--- src/rtl/shift_add_multiplier.sv ---
// Sequential unsigned shift-and-add multiplier.
// One product per WIDTH+2 cycles: one accept cycle, WIDTH RUN cycles and one
// DONE cycle. DONE holds the product under backpressure.
//
// Ports:
//   clk, rst_n          clock, asynchronous active-low reset
//   in_valid / in_ready operand handshake; in_ready high only in IDLE
//   a, b                unsigned multiplicand / multiplier (WIDTH bits)
//   out_valid/out_ready product handshake; out_valid high only in DONE
//   p                   unsigned product (2*WIDTH bits), the accumulator
//   busy                high while in RUN

// Parameterised carry-lookahead adder: each carry is the full expanded
// generate/propagate sum-of-products rather than a ripple chain.
module carry_look_ahead #(
    parameter int unsigned WIDTH = 8
) (
    input  logic [WIDTH-1:0] a,
    input  logic [WIDTH-1:0] b,
    input  logic             cin,
    output logic [WIDTH-1:0] sum,
    output logic             cout
);

    logic [WIDTH-1:0] gen;
    logic [WIDTH-1:0] prop;
    logic [WIDTH:0]   carry;
    logic             ci;
    logic             pp;

    // c[i+1] = g[i] | p[i]g[i-1] | ... | p[i..0]cin
    always_comb begin
        gen   = a & b;
        prop  = a ^ b;
        carry = '0;
        ci    = 1'b0;
        pp    = 1'b0;
        carry[0] = cin;
        for (int i = 0; i < int'(WIDTH); i++) begin
            ci = gen[i];
            pp = prop[i];
            for (int j = i - 1; j >= 0; j--) begin
                ci = ci | (pp & gen[j]);
                pp = pp & prop[j];
            end
            ci = ci | (pp & cin);
            carry[i+1] = ci;
        end
    end

    assign sum  = prop ^ carry[WIDTH-1:0];
    assign cout = carry[WIDTH];

endmodule

module shift_add_multiplier #(
    parameter int unsigned WIDTH = 8
) (
    input  logic                 clk,
    input  logic                 rst_n,
    input  logic                 in_valid,
    output logic                 in_ready,
    input  logic [WIDTH-1:0]     a,
    input  logic [WIDTH-1:0]     b,
    output logic                 out_valid,
    input  logic                 out_ready,
    output logic [2*WIDTH-1:0]   p,
    output logic                 busy
);

    localparam int unsigned CNT_W = (WIDTH > 1) ? $clog2(WIDTH) : 1;
    localparam int unsigned ACC_W = 2 * WIDTH;

    typedef enum logic [1:0] {
        S_IDLE = 2'd0,
        S_RUN  = 2'd1,
        S_DONE = 2'd2
    } state_e;

    state_e             state_q, state_d;
    logic [ACC_W-1:0]   acc_q, acc_d;
    logic [WIDTH-1:0]   mcand_q, mcand_d;
    logic [CNT_W-1:0]   cnt_q, cnt_d;

    logic [WIDTH-1:0]   add_sum;
    logic               add_cout;
    logic [WIDTH-1:0]   run_sum;
    logic               run_carry;

    // Single adder: upper accumulator half plus multiplicand.
    carry_look_ahead #(.WIDTH(WIDTH)) u_cla (
        .a    (acc_q[ACC_W-1:WIDTH]),
        .b    (mcand_q),
        .cin  (1'b0),
        .sum  (add_sum),
        .cout (add_cout)
    );

    // State and datapath registers.
    always_ff @(posedge clk or negedge rst_n) begin
        if (!rst_n) begin
            state_q <= S_IDLE;
            acc_q   <= '0;
            mcand_q <= '0;
            cnt_q   <= '0;
        end else begin
            state_q <= state_d;
            acc_q   <= acc_d;
            mcand_q <= mcand_d;
            cnt_q   <= cnt_d;
        end
    end

    // Next-state and datapath update.
    always_comb begin
        state_d   = state_q;
        acc_d     = acc_q;
        mcand_d   = mcand_q;
        cnt_d     = cnt_q;
        run_sum   = acc_q[ACC_W-1:WIDTH];
        run_carry = 1'b0;

        case (state_q)
            S_IDLE: begin
                if (in_valid) begin
                    mcand_d = a;
                    acc_d   = {WIDTH'(0), b};
                    cnt_d   = '0;
                    state_d = S_RUN;
                end
            end
            S_RUN: begin
                if (acc_q[0]) begin
                    run_sum   = add_sum;
                    run_carry = add_cout;
                end
                // {carry, sum, acc_lo} >> 1; the carry lands in the MSB.
                acc_d = {run_carry, run_sum, acc_q[WIDTH-1:1]};
                // Counter holds at WIDTH-1 on the last step so it never wraps.
                if (cnt_q == CNT_W'(WIDTH - 1)) begin
                    state_d = S_DONE;
                end else begin
                    cnt_d = cnt_q + CNT_W'(1);
                end
            end
            S_DONE: begin
                if (out_ready) begin
                    state_d = S_IDLE;
                end
            end
            default: begin
                state_d = S_IDLE;
            end
        endcase
    end

    // Status outputs are pure decodes of the state register.
    assign in_ready  = (state_q == S_IDLE);
    assign busy      = (state_q == S_RUN);
    assign out_valid = (state_q == S_DONE);
    assign p         = acc_q;

endmodule

--- config.mk ---
export PLATFORM = sky130hd
export DESIGN_NAME = shift_add_multiplier
export DESIGN_NICKNAME = d
export VERILOG_FILES = /design/src/rtl/shift_add_multiplier.sv
export SDC_FILE = /design/constraint.sdc
export NUM_CORES = 1
export LEC_CHECK = 0
export CAP_MARGIN = 25
export CORE_MARGIN = 10
export CORE_UTILIZATION = 34
export CTS_BUF_LIST = sky130_fd_sc_hd__clkbuf_4 sky130_fd_sc_hd__clkbuf_8
export DETAILED_ROUTE_END_ITERATION = 10
export PLACE_DENSITY = 0.68
export SYNTH_ARGS = -nofsm -noshare
export SYNTH_HDL_FRONTEND = slang
export SYNTH_SLANG_ARGS = --single-unit
--- constraint.sdc ---
create_clock -name clk -period 4.3 [get_ports clk]
set_input_delay 1.075 -clock clk [delete_from_list [all_inputs] [get_ports clk]]
set_output_delay 1.075 -clock clk [all_outputs]
set_load 0.02 [all_outputs]
# Yosys cells after proc, flatten, opt, wreduce, memory -nomap -nowiden
# Index checks and enable logic that the tools add are counted.
# op_classes
n_shift	0
n_mux	11
add_sub_neg	1
bitwise	80
n_eq_ne	7
n_reduce_logical	6
div_mod_pow	0
n_lt_le_gt_ge	0
n_mul	0
# op_table
cell	n
$and A1 B1 Y1	49
$pmux W16 S2	1
$or A1 B1 Y1	28
$mux W16	1
$xor A8 B8 Y8	2
$and A8 B8 Y8	1
$mux W8	1
$mux W2	3
$mux W3	2
$pmux W2 S3	1
$pmux W3 S2	1
$reduce_and A3 Y1	2
$ne A2 B1 Y1 const B	2
$ne A2 B2 Y1 const B	2
$reduce_and A2 Y1	2
$add A3 B1 Y3 const B	1
$eq A3 B3 Y1 const B	1
$eq A2 B1 Y1 const B	1
$eq A2 B2 Y1 const B	1
$logic_not A2 Y1	1
$reduce_bool A2 Y1	1
$mux W1	1
# totals
ram_bits	0
register_bits	29
latch_bits	0
n_memories	0
wordCells	109
mem_bits_ro	0

# Longest topological paths before layout
# depth
word_depth	11
depth_mapped	7

# Cells and area by module
# From an unflattened synthesis, not the netlist that was laid out.
# unflattened
cells_unflattened	147
area_unflattened_um2	1631.6
# by_module_without_submodules
module	area_per_inst_um2	n_inst	seq_area_each_um2	cells_each
shift_add_multiplier	1298.7	1	725.7	106
carry_look_ahead	332.8	1	0.0	41

# Worst setup path before layout
# OpenSTA, ideal clock, no wires.
# synth_timing
path_kind	reg2out
start	register state_q[1]
end	output port busy
arrival_time_ps	1037
required_ps	3225
slack_ps	2188
n_path_buf	1
path_stages_with_launch	4
path_cell_list	dfrtp_1 > nand2b_1 > inv_1 > clkbuf_1
# synth_via
elab_chain_len	1
# synth_rtl
item	line_no	rtl
start, declared	80	state_e state_q, state_d;
start signal, assigned	107	state_q <= state_d;
$eq A2 B1 Y1	159	assign busy = (state_q == S_RUN);
end, declared	68	output logic busy
# No other way between the ends.

# Worst setup path in the final report
# Ends and elaborated chain as after synthesis.

==> impl_results.md <==
- Register bit count reported by yosys: 29
- Routed WL: 3600 um
- Post-Layout Cell Count: ~240
- Async SR Flop Fraction: 1.00
- Worst setup EP type: output port
- Worst path required time: 3.22 ns
- Setup TNS: 0 ns
- Pre-CTS setup slack: approximately 1.4 ns
- Largest net degree at the start of global routing: 30
- ANT cells: 0
- YS warnings: 0
- Die Footprint: 7710 um^2
- Syn_area_per_cell: 10.6 um^2
- Dpl cells: 232
- Prevailing post-synth register cell: dfrtp_1
- Core region area: 4410 um^2
- Initial DRC count: 96
- Commonest non-fill, non-tap cell in the layout: clkdlybuf4s50_1
- Startpoint Class: flip-flop
- Post-CTS resize count: 0
- Routed length per instance: between 10 and 15 um
- Initial core utilization: 0.354
- Maximum Capacitance Violations: 0
- Setup slack, reg-to-reg: 2.39 ns
- Worst-path fanout max: 20
- P&R area growth vs syn: 35.4%
- Setup WS post-layout: roughly 1.1 ns
- Detailed placer's ending HPWL: 2760 um
- CTS H-tree depth: 2
- Slowest stage delay, CP: 0.72 ns
- CP delay by family, top: buffers and inverters
- Final ANT Viol Nets: 0
- CTS tree: built
- Clock Skew: around 0.008 ns
- Critical Path, Cell by Cell: nand2b_1 > inv_1 > clkdlybuf4s50_1
- Clock Path Buffers: 2
- I/O pins: 39
- RSZ-0062 raised after global routing: no
- DR DRC count: 0
- GRT Total Usage: 0.102
- Most frequent cells in the layout: clkdlybuf4s50_1, dfrtp_1, o21ai_0
- Status: finished, final reports clean
- Period minus WS final: approximately 3.2 ns
- Setup Fix Bufs, Post-CTS: 0
- Die W: 87.8 um
- Synth area leaders: dfrtp_1, ha_1, mux2i_1
- Final Hold Vio Count: 0
- Synthesized cell area: 1560 um^2
- # nets final: roughly 220
- Period Utilization, post-route: 0.751
- Congestion Overflow GR: 0
- Clk sinks: 29
- Number of global-route vias before repair: 1285
- Register area share after synthesis: 0.464
- Max VDD drop: 0.405 mV
- Post-Syn Nets: between 150 and 200
- Hold-fix buffers at CTS: 0
- Die Y: 87.8 um
- Initial antenna violation count: 0
- Row count: 24
- Drt pass-1 iters: 4
- CP max stage cell: clkdlybuf4s50_1
- Cell taking the most area after synthesis: dfrtp_1
- Worst min path class: reg -> reg
- Final setup violation count: 0
- F_max: 0.310 GHz
- Least-Margin Pin Slew: 0.691 ns
- Critical setup path kind: reg -> out
- Slew Viols, Final: 0
- First-pass GRT wire length: 6140 um
- Leakage Power: 0.918 nW
- Synth top area share: 0.464
- Rel. slew slack: 0.540
- Post-synth EDFFs: 0
- Root buf cell: clkbuf_8
- DR vias/cell: 5.15
- Netlist cell types: 38
- WP buf/inv: 2
- Port Buffers: 38
- Cells after synthesis: approximately 150
- Clk_lat worst skew: around 0.28 ns
- Clock-pin slew on the worst setup and hold paths: 0.06 ns
- Layout cells sized above 1: 0.122
- Gp weighted congestion: 0.858
- Crit path DAT: 2.15 ns
- Vias: about 1.2k
- Num CTS Buffers: 5
- Power Dens Cells: between 800 and 900 nW/um^2
[cell families (layout without fill, tap and decap cells)]
| kind of cell | Yosys count | count (layout) | synth area share |
|---|---|---|---|
| buffers and inverters | 16 | 58 | 0.0416 |
| muxes | 16 | 16 | 0.109 |
| xor gates and xnor gates | 3 | 3 | 0.0168 |
| and+or+nand+nor | 30 | 30 | 0.0937 |
| AOI/OAI and AO/OA | 42 | 42 | 0.182 |
| DFF | 29 | 29 | 0.464 |
| adders and majority gates | 11 | 11 | 0.0929 |
[routing by layer]
layer  vias to the layer above  routed length, um  track usage
met5                         -                  0            0
met4                         0                 19       0.0348
met3                         4                343       0.0585
met2                        41               1610        0.151
met1                       583               1620        0.119
li1                        614                  -            -
[cells in the mapped netlist, types with 2 or more instances]
cell,count
dfrtp_1,29
o21ai_0,16
nand2_1,14
ha_1,10
inv_1,10
mux2i_1,8
mux2_2,7
nor2_1,6
a21oi_1,5
buf_2,4
a22o_1,3
a32oi_1,3
a22oi_1,2
clkbuf_1,2
nand3_1,2
nand4_1,2
o21bai_1,2
xor2_1,2
[sequential cells by signal, indices dropped and copies added, names as in the netlist]
signal	count
p	16
mcand_q	8
cnt_q	3
state_q	2
[where the power goes]
part | internal, mW | leakage (nW) | switching (mW)
combinational | 0.426 | 0.500 | 0.475
clock | 0.188 | 0.0574 | 0.103
sequential | 0.401 | 0.360 | 0.108
[layout make-up]
cell class / instances / area [um^2]
fillers: 410 / 2300
inverters: 10 / 37.5
flip-flops and latches: 29 / 726
well taps: 52 / 65.1
multi-input cells: 102 / 772
repair buffers: 40 / 395
clock buffers: 6 / 82.6
clock inverters: 2 / 37.5
[path summary, 6_finish.rpt]
check                             end       start  cells after the start
max                              busy  state_q[1]                      3
min                          cnt_q[1]    cnt_q[1]                      1
max reg2reg                     p[14]        p[9]                      5
min reg2reg                  cnt_q[1]    cnt_q[1]                      1
max in group asynchronous        p[6]       rst_n                      2
min in group asynchronous  mcand_q[2]       rst_n                      2
[metrics by stage]
| stage | cell area [um^2] | total power [mW] | util | hold slack, ns |
|---|---|---|---|---|
| finish | 2120 | 1.70 | 0.479 | 0.503 |
| CTS | 2110 | 1.72 | 0.478 | 0.512 |
| global route | 2120 | 1.86 | 0.479 | 0.526 |
| floorplan | 1560 | 1.12 | - | 0.462 |
| detailed placement | 1990 | 1.42 | 0.450 | 0.490 |
| global placement | 1990 | 1.40 | 0.450 | 0.482 |
Power figures use the tool's default switching activity.
